### src/rtl/digital_in_event_scheduler_pkg.sv
// Shared types and constants for the digital input event scheduler.
// Event layout: {timestamp, sample}, sample in the low byte.
package digital_in_event_scheduler_pkg;

  typedef enum logic [1:0] {
    IDLE = 2'd0,
    SNAP = 2'd1,
    RUN  = 2'd2
  } state_e;

  localparam logic MODE_CHANGE   = 1'b0;
  localparam logic MODE_PERIODIC = 1'b1;

  localparam int SAMPLE_LSB = 0;
  localparam int TS_LSB     = 8;

endpackage

### src/rtl/digital_in_event_scheduler_if.sv
// Event output stream: show-ahead head with valid/ready handshake.
// The master drives the head, the slave drives ready.
interface digital_in_event_scheduler_if #(
  parameter int W = 40
);

  logic         o_valid;
  logic         i_ready;
  logic [W-1:0] o_data;

  modport master (
    output o_valid,
    output o_data,
    input  i_ready
  );

  modport slave (
    input  o_valid,
    input  o_data,
    output i_ready
  );

endinterface

### src/rtl/digital_in_event_scheduler_event_fifo.sv
// Synchronous show-ahead FIFO with registered head and level.
// Push and pop in the same cycle are accepted even when full.
module event_fifo #(
  parameter int DEPTH = 16,
  parameter int W     = 40,
  localparam int AW   = $clog2(DEPTH),
  localparam int LW   = AW + 1
) (
  input  logic          i_clk,
  input  logic          i_rst_n,
  input  logic          i_push,
  input  logic [W-1:0]  i_data,
  input  logic          i_pop,
  output logic [W-1:0]  o_data,
  output logic          o_valid,
  output logic [LW-1:0] o_level,
  output logic          o_drop
);

  logic [W-1:0]  mem_q [DEPTH];
  logic [AW-1:0] wptr_q;
  logic [AW-1:0] rptr_q;
  logic [LW-1:0] level_q;
  logic [W-1:0]  head_q;
  logic [W-1:0]  head_d;
  logic          full;
  logic          pop;
  logic          wr;

  assign pop  = i_pop && (level_q != '0);
  assign full = (level_q == LW'(DEPTH));
  assign wr   = i_push && (!full || pop);

  // Head is registered so it holds its last value once the FIFO empties.
  always_comb begin
    head_d = head_q;
    if (pop) begin
      if (level_q > LW'(1)) begin
        head_d = mem_q[rptr_q + AW'(1)];
      end else if (wr) begin
        head_d = i_data;
      end
    end else if ((level_q == '0) && wr) begin
      head_d = i_data;
    end
  end

  always_ff @(posedge i_clk) begin
    if (wr) begin
      mem_q[wptr_q] <= i_data;
    end
  end

  always_ff @(posedge i_clk or negedge i_rst_n) begin
    if (!i_rst_n) begin
      wptr_q  <= '0;
      rptr_q  <= '0;
      level_q <= '0;
      head_q  <= '0;
    end else begin
      head_q  <= head_d;
      level_q <= level_q + LW'(wr) - LW'(pop);
      if (wr) begin
        wptr_q <= wptr_q + AW'(1);
      end
      if (pop) begin
        rptr_q <= rptr_q + AW'(1);
      end
    end
  end

  assign o_data  = head_q;
  assign o_valid = (level_q != '0);
  assign o_level = level_q;
  assign o_drop  = i_push && !wr;

endmodule

### src/rtl/digital_in_event_scheduler.sv
// Turns synchronized digital inputs into timestamped events,
// either on masked bit changes or at a fixed clock interval.
module digital_in_event_scheduler
  import digital_in_event_scheduler_pkg::*;
#(
  parameter int DEPTH = 16,
  parameter int TS_W  = 32,
  parameter int DIV_W = 16,
  localparam int LW   = $clog2(DEPTH) + 1,
  localparam int EW   = TS_W + 8
) (
  input  logic                 i_clk,
  input  logic                 i_rst_n,
  input  logic                 i_en,
  input  logic                 i_mode,
  input  logic [7:0]           i_mask,
  input  logic [DIV_W-1:0]     i_div,
  input  logic [7:0]           i_d,
  digital_in_event_scheduler_if.master evt,
  output logic [LW-1:0]        o_level,
  output logic [7:0]           o_drop_cnt
);

  state_e           state_q;
  logic [TS_W-1:0]  ts_q;
  logic [7:0]       prev_q;
  logic [7:0]       mask_q;
  logic [7:0]       drop_q;
  logic [DIV_W-1:0] div_q;
  logic [DIV_W-1:0] divcfg_q;
  logic             mode_q;
  logic             trig;
  logic             push;
  logic             drop;
  logic [EW-1:0]    ev;

  always_comb begin
    ev = '0;
    ev[TS_LSB +: TS_W]   = ts_q;
    ev[SAMPLE_LSB +: 8]  = i_d;
  end

  always_comb begin
    trig = 1'b0;
    if (mode_q == MODE_PERIODIC) begin
      trig = (div_q == divcfg_q);
    end else begin
      trig = |((i_d ^ prev_q) & mask_q);
    end
  end

  always_comb begin
    push = 1'b0;
    unique case (state_q)
      SNAP:    push = 1'b1;
      RUN:     push = i_en && trig;
      default: push = 1'b0;
    endcase
  end

  always_ff @(posedge i_clk or negedge i_rst_n) begin
    if (!i_rst_n) begin
      state_q  <= IDLE;
      ts_q     <= '0;
      prev_q   <= '0;
      mask_q   <= '0;
      drop_q   <= '0;
      div_q    <= '0;
      divcfg_q <= '0;
      mode_q   <= MODE_CHANGE;
    end else begin
      ts_q   <= ts_q + TS_W'(1);
      prev_q <= i_d;
      if (drop && (drop_q != 8'hFF)) begin
        drop_q <= drop_q + 8'd1;
      end
      unique case (state_q)
        IDLE: begin
          div_q <= '0;
          if (i_en) begin
            state_q  <= SNAP;
            mode_q   <= i_mode;
            mask_q   <= i_mask;
            divcfg_q <= i_div;
            drop_q   <= '0;
          end
        end
        SNAP: begin
          div_q   <= '0;
          state_q <= i_en ? RUN : IDLE;
        end
        RUN: begin
          div_q <= trig ? '0 : div_q + DIV_W'(1);
          if (!i_en) begin
            state_q <= IDLE;
          end
        end
        default: state_q <= IDLE;
      endcase
    end
  end

  event_fifo #(
    .DEPTH (DEPTH),
    .W     (EW)
  ) u_fifo (
    .i_clk   (i_clk),
    .i_rst_n (i_rst_n),
    .i_push  (push),
    .i_data  (ev),
    .i_pop   (evt.i_ready),
    .o_data  (evt.o_data),
    .o_valid (evt.o_valid),
    .o_level (o_level),
    .o_drop  (drop)
  );

  assign o_drop_cnt = drop_q;

endmodule

### src/flat_wrapper.sv
// flat-port wrapper written by rule: the top's interface ports become plain ports
module digital_in_event_scheduler_flat import digital_in_event_scheduler_pkg::*;
#(
  parameter int DEPTH = 16,
  parameter int TS_W  = 32,
  parameter int DIV_W = 16,
  localparam int LW   = $clog2(DEPTH) + 1,
  localparam int EW   = TS_W + 8
)
  (i_clk, i_rst_n, i_en, i_mode, i_mask, i_div, i_d, o_level, o_drop_cnt, evt_o_valid, evt_o_data, evt_i_ready);
  digital_in_event_scheduler_if #(.W(40)) evt_i ();
  input  logic i_clk;
  input  logic i_rst_n;
  input  logic i_en;
  input  logic i_mode;
  input  logic [7:0] i_mask;
  input  logic [DIV_W-1:0] i_div;
  input  logic [7:0] i_d;
  output logic [LW-1:0] o_level;
  output logic [7:0] o_drop_cnt;
  output wire logic [$bits(evt_i.o_valid)-1:0] evt_o_valid;
  output wire logic [$bits(evt_i.o_data)-1:0] evt_o_data;
  input wire logic [$bits(evt_i.i_ready)-1:0] evt_i_ready;
  assign evt_o_valid = evt_i.o_valid;
  assign evt_o_data = evt_i.o_data;
  assign evt_i.i_ready = evt_i_ready;
  digital_in_event_scheduler #(.DEPTH(DEPTH), .TS_W(TS_W), .DIV_W(DIV_W)) u_core (.i_clk(i_clk), .i_rst_n(i_rst_n), .i_en(i_en), .i_mode(i_mode), .i_mask(i_mask), .i_div(i_div), .i_d(i_d), .evt(evt_i), .o_level(o_level), .o_drop_cnt(o_drop_cnt));
endmodule
### config.mk
export PLATFORM = sky130hd
export DESIGN_NAME = digital_in_event_scheduler_flat
export DESIGN_NICKNAME = d
export VERILOG_FILES = /design/src/rtl/digital_in_event_scheduler_pkg.sv /design/src/rtl/digital_in_event_scheduler_if.sv /design/src/rtl/digital_in_event_scheduler_event_fifo.sv /design/src/rtl/digital_in_event_scheduler.sv /design/src/flat_wrapper.sv
export SDC_FILE = /design/constraint.sdc
export NUM_CORES = 1
export LEC_CHECK = 0
export ABC_CLOCK_PERIOD_IN_PS = 3520
export BUFFER_PORTS_ARGS = -buffer_cell sky130_fd_sc_hd__buf_2
export CELL_PAD_IN_SITES_DETAIL_PLACEMENT = 0
export CELL_PAD_IN_SITES_GLOBAL_PLACEMENT = 1
export CORE_MARGIN = 3
export CORE_UTILIZATION = 30
export DETAILED_ROUTE_END_ITERATION = 6
export MAX_ROUTING_LAYER = met4
export PLACE_DENSITY_LB_ADDON = 0.12
export SYNTH_ARGS = -nofsm -noshare
export SYNTH_HDL_FRONTEND = slang
export SYNTH_SLANG_ARGS = --single-unit
### constraint.sdc
create_clock -name i_clk -period 3.52 [get_ports i_clk]
set_input_delay 0.704 -clock i_clk [delete_from_list [all_inputs] [get_ports i_clk]]
set_output_delay 0.704 -clock i_clk [all_outputs]
set_load 0.02 [all_outputs]
**Word level (Yosys, flattened, before mapping)**

Memories as Yosys holds them, arrays and structs flattened.
Index checks and enable logic that the tools add are counted.
W data, S select, Z words.

- Add/sub/neg operators: 7
- $mul: 0
- Div/mod/pow operators: 0
- Magnitude comparators: 1
- Eq/ne operators: 8
- Shift operators: 0
- Mux-type cells: 17
- Bitwise logic cells: 2
- Reductions and logical operators: 19

Operators by type and width:

| cell | count |
|---|---|
| $mux W40 | 4 |
| $add A32 B1 Y32 const B | 1 |
| $pmux W16 S2 | 1 |
| $mux W8 | 3 |
| $add A16 B1 Y16 const B | 1 |
| $eq A16 B16 Y1 | 1 |
| $mux W16 | 1 |
| $add A4 B1 Y4 const B | 2 |
| $add A8 B1 Y8 const B | 1 |
| $and A8 B8 Y8 | 1 |
| $ne A8 B8 Y1 const B | 1 |
| $reduce_or A8 Y1 | 1 |
| $xor A8 B8 Y8 | 1 |
| $logic_and A1 B1 Y1 | 6 |
| $mux W2 | 3 |
| $pmux W2 S3 | 1 |
| $reduce_and A2 Y1 | 3 |
| $add A5 B1 Y5 | 1 |
| $eq A5 B5 Y1 const B | 1 |
| $gt A5 B1 Y1 const B | 1 |
| $logic_not A5 Y1 | 1 |
| $reduce_bool A5 Y1 | 1 |
| $sub A5 B1 Y5 | 1 |
| $ne A2 B2 Y1 const B | 2 |
| other kinds (10) | 14 |

- Flip-flop bits (word level): 144
- Bits in latches: 0
- RAM bits: 640
- Memory bits (read-only): 0
- Bits of input ports: 37
- Output and inout port bits: 54
- Word-level logic and storage cells: 67
- Memories kept: 1

Memory list:

| name | words | bits a word | rd ports | clocked after Yosys merged registers in | wr ports | line | RTL |
|---|---|---|---|---|---|---|---|
| u_core.u_fifo.mem_q | 16 | 40 | 1 | 0 | 1 | digital_in_event_scheduler_event_fifo.sv:20 | `logic [W-1:0] mem_q [DEPTH];` |

**Longest topological paths before layout**

- Depth in word-level cells: 13
- Mapped depth: 14
- Mapped depth without buffers: 13

**Cells and area by module**

From an unflattened synthesis, not the netlist that was laid out.

- Cells, all modules: 1683
- Area, all modules: 31433.9 sq um

By module, submodules not included:

| module | times used | cells an instance | area each (sq um) | sequential area each (sq um) |
|---|---|---|---|---|
| event_fifo | 1 | 1310 | 27199.8 | 20544.7 |
| digital_in_event_scheduler | 1 | 373 | 4234.1 | 2277.2 |

**Worst setup path before layout**

OpenSTA, ideal clock, no wires.

- Path kind: input port to flip-flop
- Start point: input port i_d[7]
- End point: memory u_core.u_fifo.mem_q[10][0], enable pin
- Library setup time: 401 ps
- Data arrival time: 2838 ps
- Required time: 3119 ps
- Setup slack: 280 ps
- Stages: 8
- Buffers on the path: 1
- Cells stage by stage: xor2_1 -> a22oi_1 -> a41o_1 -> o21ai_4 -> nand2_1 -> a21oi_2 -> buf_2 -> and3_1

- Word-level cells in the longest chain between the ends: 9

Ends and longest elaborated chain:

| item | line | RTL |
|---|---|---|
| start: declaration | flat_wrapper.sv:18 | `input logic [7:0] i_d;` |
| $xor A8 B8 Y8 | digital_in_event_scheduler.sv:48 | `trig = \|((i_d ^ prev_q) & mask_q);` |
| $and A8 B8 Y8 | digital_in_event_scheduler.sv:48 |  |
| $reduce_or A8 Y1 | digital_in_event_scheduler.sv:48 |  |
| $mux W1 | digital_in_event_scheduler.sv:45 | `if (mode_q == MODE_PERIODIC) begin` |
| $logic_and A1 B1 Y1 | digital_in_event_scheduler.sv:56 | `RUN: push = i_en && trig;` |
| $pmux W1 S2 | digital_in_event_scheduler.sv:54 | `unique case (state_q)` |
| $logic_and A1 B1 Y1 | digital_in_event_scheduler_event_fifo.sv:32 | `assign wr = i_push && (!full \|\| pop);` |
| $mux W1 | digital_in_event_scheduler_event_fifo.sv:49 | `if (wr) begin` |
| $mux W1 (not written as such) | digital_in_event_scheduler_event_fifo.sv:50 | `mem_q[wptr_q] <= i_data;` |
| end: declaration | digital_in_event_scheduler_event_fifo.sv:20 |  |

No other way between the ends.

**Worst setup path after layout**

- Start point: register u_core.div_q[9]
- End point: register u_core.u_fifo.level_q[4] (netlist: u_core.u_fifo.o_level[4])

- Word-level cells in the longest chain between the ends: 7

Ends and longest elaborated chain:

| item | line | RTL |
|---|---|---|
| start: declaration | digital_in_event_scheduler.sv:29 | `logic [DIV_W-1:0] div_q;` |
| start signal: assignment | digital_in_event_scheduler.sv:93 | `div_q <= trig ? '0 : div_q + DIV_W'(1);` |
| $eq A16 B16 Y1 | digital_in_event_scheduler.sv:46 | `trig = (div_q == divcfg_q);` |
| $mux W1 | digital_in_event_scheduler.sv:45 |  |
| $logic_and A1 B1 Y1 | digital_in_event_scheduler.sv:56 |  |
| $pmux W1 S2 | digital_in_event_scheduler.sv:54 |  |
| $logic_and A1 B1 Y1 | digital_in_event_scheduler_event_fifo.sv:32 |  |
| $add A5 B1 Y5 | digital_in_event_scheduler_event_fifo.sv:62 | `level_q <= level_q + LW'(wr) - LW'(pop);` |
| $sub A5 B1 Y5 | digital_in_event_scheduler_event_fifo.sv:62 |  |
| end signal: assignment | digital_in_event_scheduler_event_fifo.sv:62 |  |
| end: declaration | digital_in_event_scheduler_event_fifo.sv:23 | `logic [LW-1:0] level_q;` |

No other way between the ends.
A chain may end at the register's enable or synchronous reset.

==> results.yml <==
setup_path:
  critPathMaxStageDelay_ns: 0.43
  arrival_ns: 3.75
  critPathSlowestCell: "dfrtp_1"
  crit_type: "reg2reg"
  cp-start-kind: "flop"
  r2r_cells: 13
  cp_cell_sequence: "xor2_1, nor4_1, nand4_1, o21ai_4, nand2_1, nand3_1, a21bo_2, ha_1, fa_1, a21oi_1, nor2_1, nor2_1, xor2_1"
  cp-end-kind: "flop"
  rrSetupSlack_ns: 0.35
  cp_max_fo: 6
  required_ns: 4.10
cells_and_area:
  final_common_cell: "edfxtp_1"
  synthToLayoutAreaGrowth_pct: 19.4
  final_area_um2: 37000
  utilization_pct: 36.2
  nNetsFinal: 1793
  drive_above_1_share_pct: 31.4
  antenna_cells: 0
  final_cell_mix: "edfxtp_1, mux4_2, dfrtp_1"
drt:
  via_per_inst: 4.82
  drt_wl_total_mm: 79.7
  drc: 0
  ant_nets: 0
  drt_iter0_drc: 1147
  via_count: 15300
  wl_per_cell_um: 25.1
  dr.pass1.iters: 4
sta:
  grt_setup_unrepaired: "false"
  final_max_slew_viol_count: 0
  slew_headroom_pct: 51.7
  setup_viol_count_final: 0
  period_share_pct: 90.0
  tns_ns: 0
  hold_violations: 0
  layout_min_cycle_time_ns: 3.17
  holdWs_ns: 0.0505
  max_freq_mhz: 316
  tightestPinTransition_ns: 0.725
  fin_skew_ns: 0.0433
cts:
  post-cts-setup-buffers: 0
  cts_tree: "built"
  h-tree-depth: 3
  clockBufferDepth: 3
  cts_sinks: 784
  insertion_delay_ns: 0.67
  cts_buffers: 90
  clk_pin_slew_ns: 0.06
  holdBufCountCts: 0
  root_buffer: "clkbuf_16"
  post_cts_resize_count: 0
synthesis:
  async_flop_share_pct: 18.4
  ys.warnings.count: 0
  ys_seq_elements: 784
  netlist_area_um2: 30900
  synth-edff-count: 640
  netlist_instances: 1530
  synth_ff_type: "edfxtp_1"
  avgSynthCellArea_um2: 20.2
  synth_cell_types: 50
  synth_fp_nets: 1587
  seq_area_frac_synth_pct: 73.7
pwr:
  p_leak_nw: 12.8
  p_per_area_nw_per_um2: 828
  peakVddDrop_uv: 748
global_routing:
  antenna_found_initial: 1
  grt_usage_pct: 15.5
  grt_max_degree: 61
  grt_overflow: 0
  grt_pass1_wl_mm: 117
  grt_pass1_vias: 16400
floorplan:
  num_rows: 117
  fp.dieH_um: 327
  die_area_um2: 107000
  die_x_um: 327
  initial_utilization_pct: 30.3
  pin_count: 91
  coreArea_um2: 102000
place:
  io_buffers: 90
  dp_hpwl_mm: 43.9
  globalplace.congestion: 0.701
  placed_area_um2: 34100
min_path:
  hold_path_class: "in2async"
status:
  outcome: "finished, final reports clean"
job:
  maxCapViolations: 0
[synth_stat cells (5+ instances only)]
cell,number,area share (%)
or3_1,7,0.14
ha_1,19,0.77
mux2i_1,41,1.3
edfxtp_1,640,62
inv_1,19,0.23
xnor2_1,25,0.71
nand2_1,38,0.46
nand2b_1,5,0.10
and3_1,26,0.53
nor2_1,34,0.41
and2_1,7,0.14
mux4_2,200,15
a21oi_1,7,0.11
buf_2,21,0.34
mux2_2,29,1.1
o21ai_0,65,1.1
buf_6,9,0.33
dfrtp_1,144,12
o21ai_1,40,0.65
xor2_1,47,1.3
nand3_1,23,0.37
clkbuf_1,37,0.45
nand4_1,6,0.12
[cell type report]
type,instances,area (um2)
Clock inverter,45,463
Sequential cell,784,22800
Multi-Input combinational cell,657,7780
Tap cell,1368,1710
Clock buffer,122,2430
Inverter,20,75.1
Timing Repair Buffer,183,1670
Fill cell,9475,65100
[logic make-up after synthesis]
family,synth area share [%]
buffers and inverters,1.38
xor gates and xnor gates,2.04
adders and majority gates,0.833
AOI/OAI and AO/OA,2.49
muxes,16.9
DFF,73.7
and+or+nand+nor,2.59
[report_power, final]
group | internal, mW | switching [mW] | total (mW)
clock network | 5.26 | 3.86 | 9.12
logic | 5.02 | 5.26 | 10.3
registers | 10.8 | 0.411 | 11.2
total | 21.1 | 9.53 | 30.6
[critical path, delay by kind of cell, from the launching register on]
kind | cells | cell delay (ns)
AO/OA/AOI/OAI | 3 | 0.64
XOR/XNOR | 2 | 0.32
adder cells (fa/ha/maj) | 2 | 0.60
flip-flops | 1 | 0.43
AND/OR/NAND/NOR | 6 | 1.10
[routing by layer]
| metal | vias to the layer above | part of all wire [%] | GRT usage [%] |
|---|---|---|---|
| li1 | 6606 | - | - |
| met1 | 8279 | 45 | 20.8 |
| met2 | 308 | 49 | 24.7 |
| met3 | 119 | 3.7 | 2.25 |
| met4 | 0 | 2.3 | 4.24 |
| met5 | - | 0 | - |
[worst paths after layout]
check,endpoint,start
max in group asynchronous,u_core.ts_q[6],i_rst_n
hold reg to reg,u_core.u_fifo.o_data[29],u_core.u_fifo.o_data[29]
setup reg to reg,u_core.u_fifo.o_level[4],u_core.div_q[9]
hold / removal,u_core.div_q[7],i_rst_n
setup / recovery,u_core.u_fifo.o_level[4],u_core.div_q[9]
min in group i_clk,u_core.mask_q[1],i_mask[1]
[sequential cells by signal, summed over array words and instances, names as in the netlist]
name	cells
u_core.div_q	16
u_core.divcfg_q	16
u_core.mask_q	8
u_core.mode_q	1
u_core.o_drop_cnt	8
u_core.prev_q	8
u_core.state_q	2
u_core.ts_q	32
u_core.u_fifo.mem_q	640
u_core.u_fifo.o_data	40
u_core.u_fifo.o_level	5
u_core.u_fifo.rptr_q	4
u_core.u_fifo.wptr_q	4
[per-stage QoR]
step | setup WS [ns] | std cells | power (mW)
3_5_place_dp | 0.185 | 3012 | 22.0
3_3_place_gp | 0.192 | 3012 | 22.0
5_1_grt | 0.112 | 3179 | 32.2
2_1_floorplan | 0.280 | 1530 | 18.5
6_report | 0.352 | 3179 | 30.6
4_1_cts | 0.287 | 3179 | 31.3
Note: power is estimated with default switching activity, not from simulation.
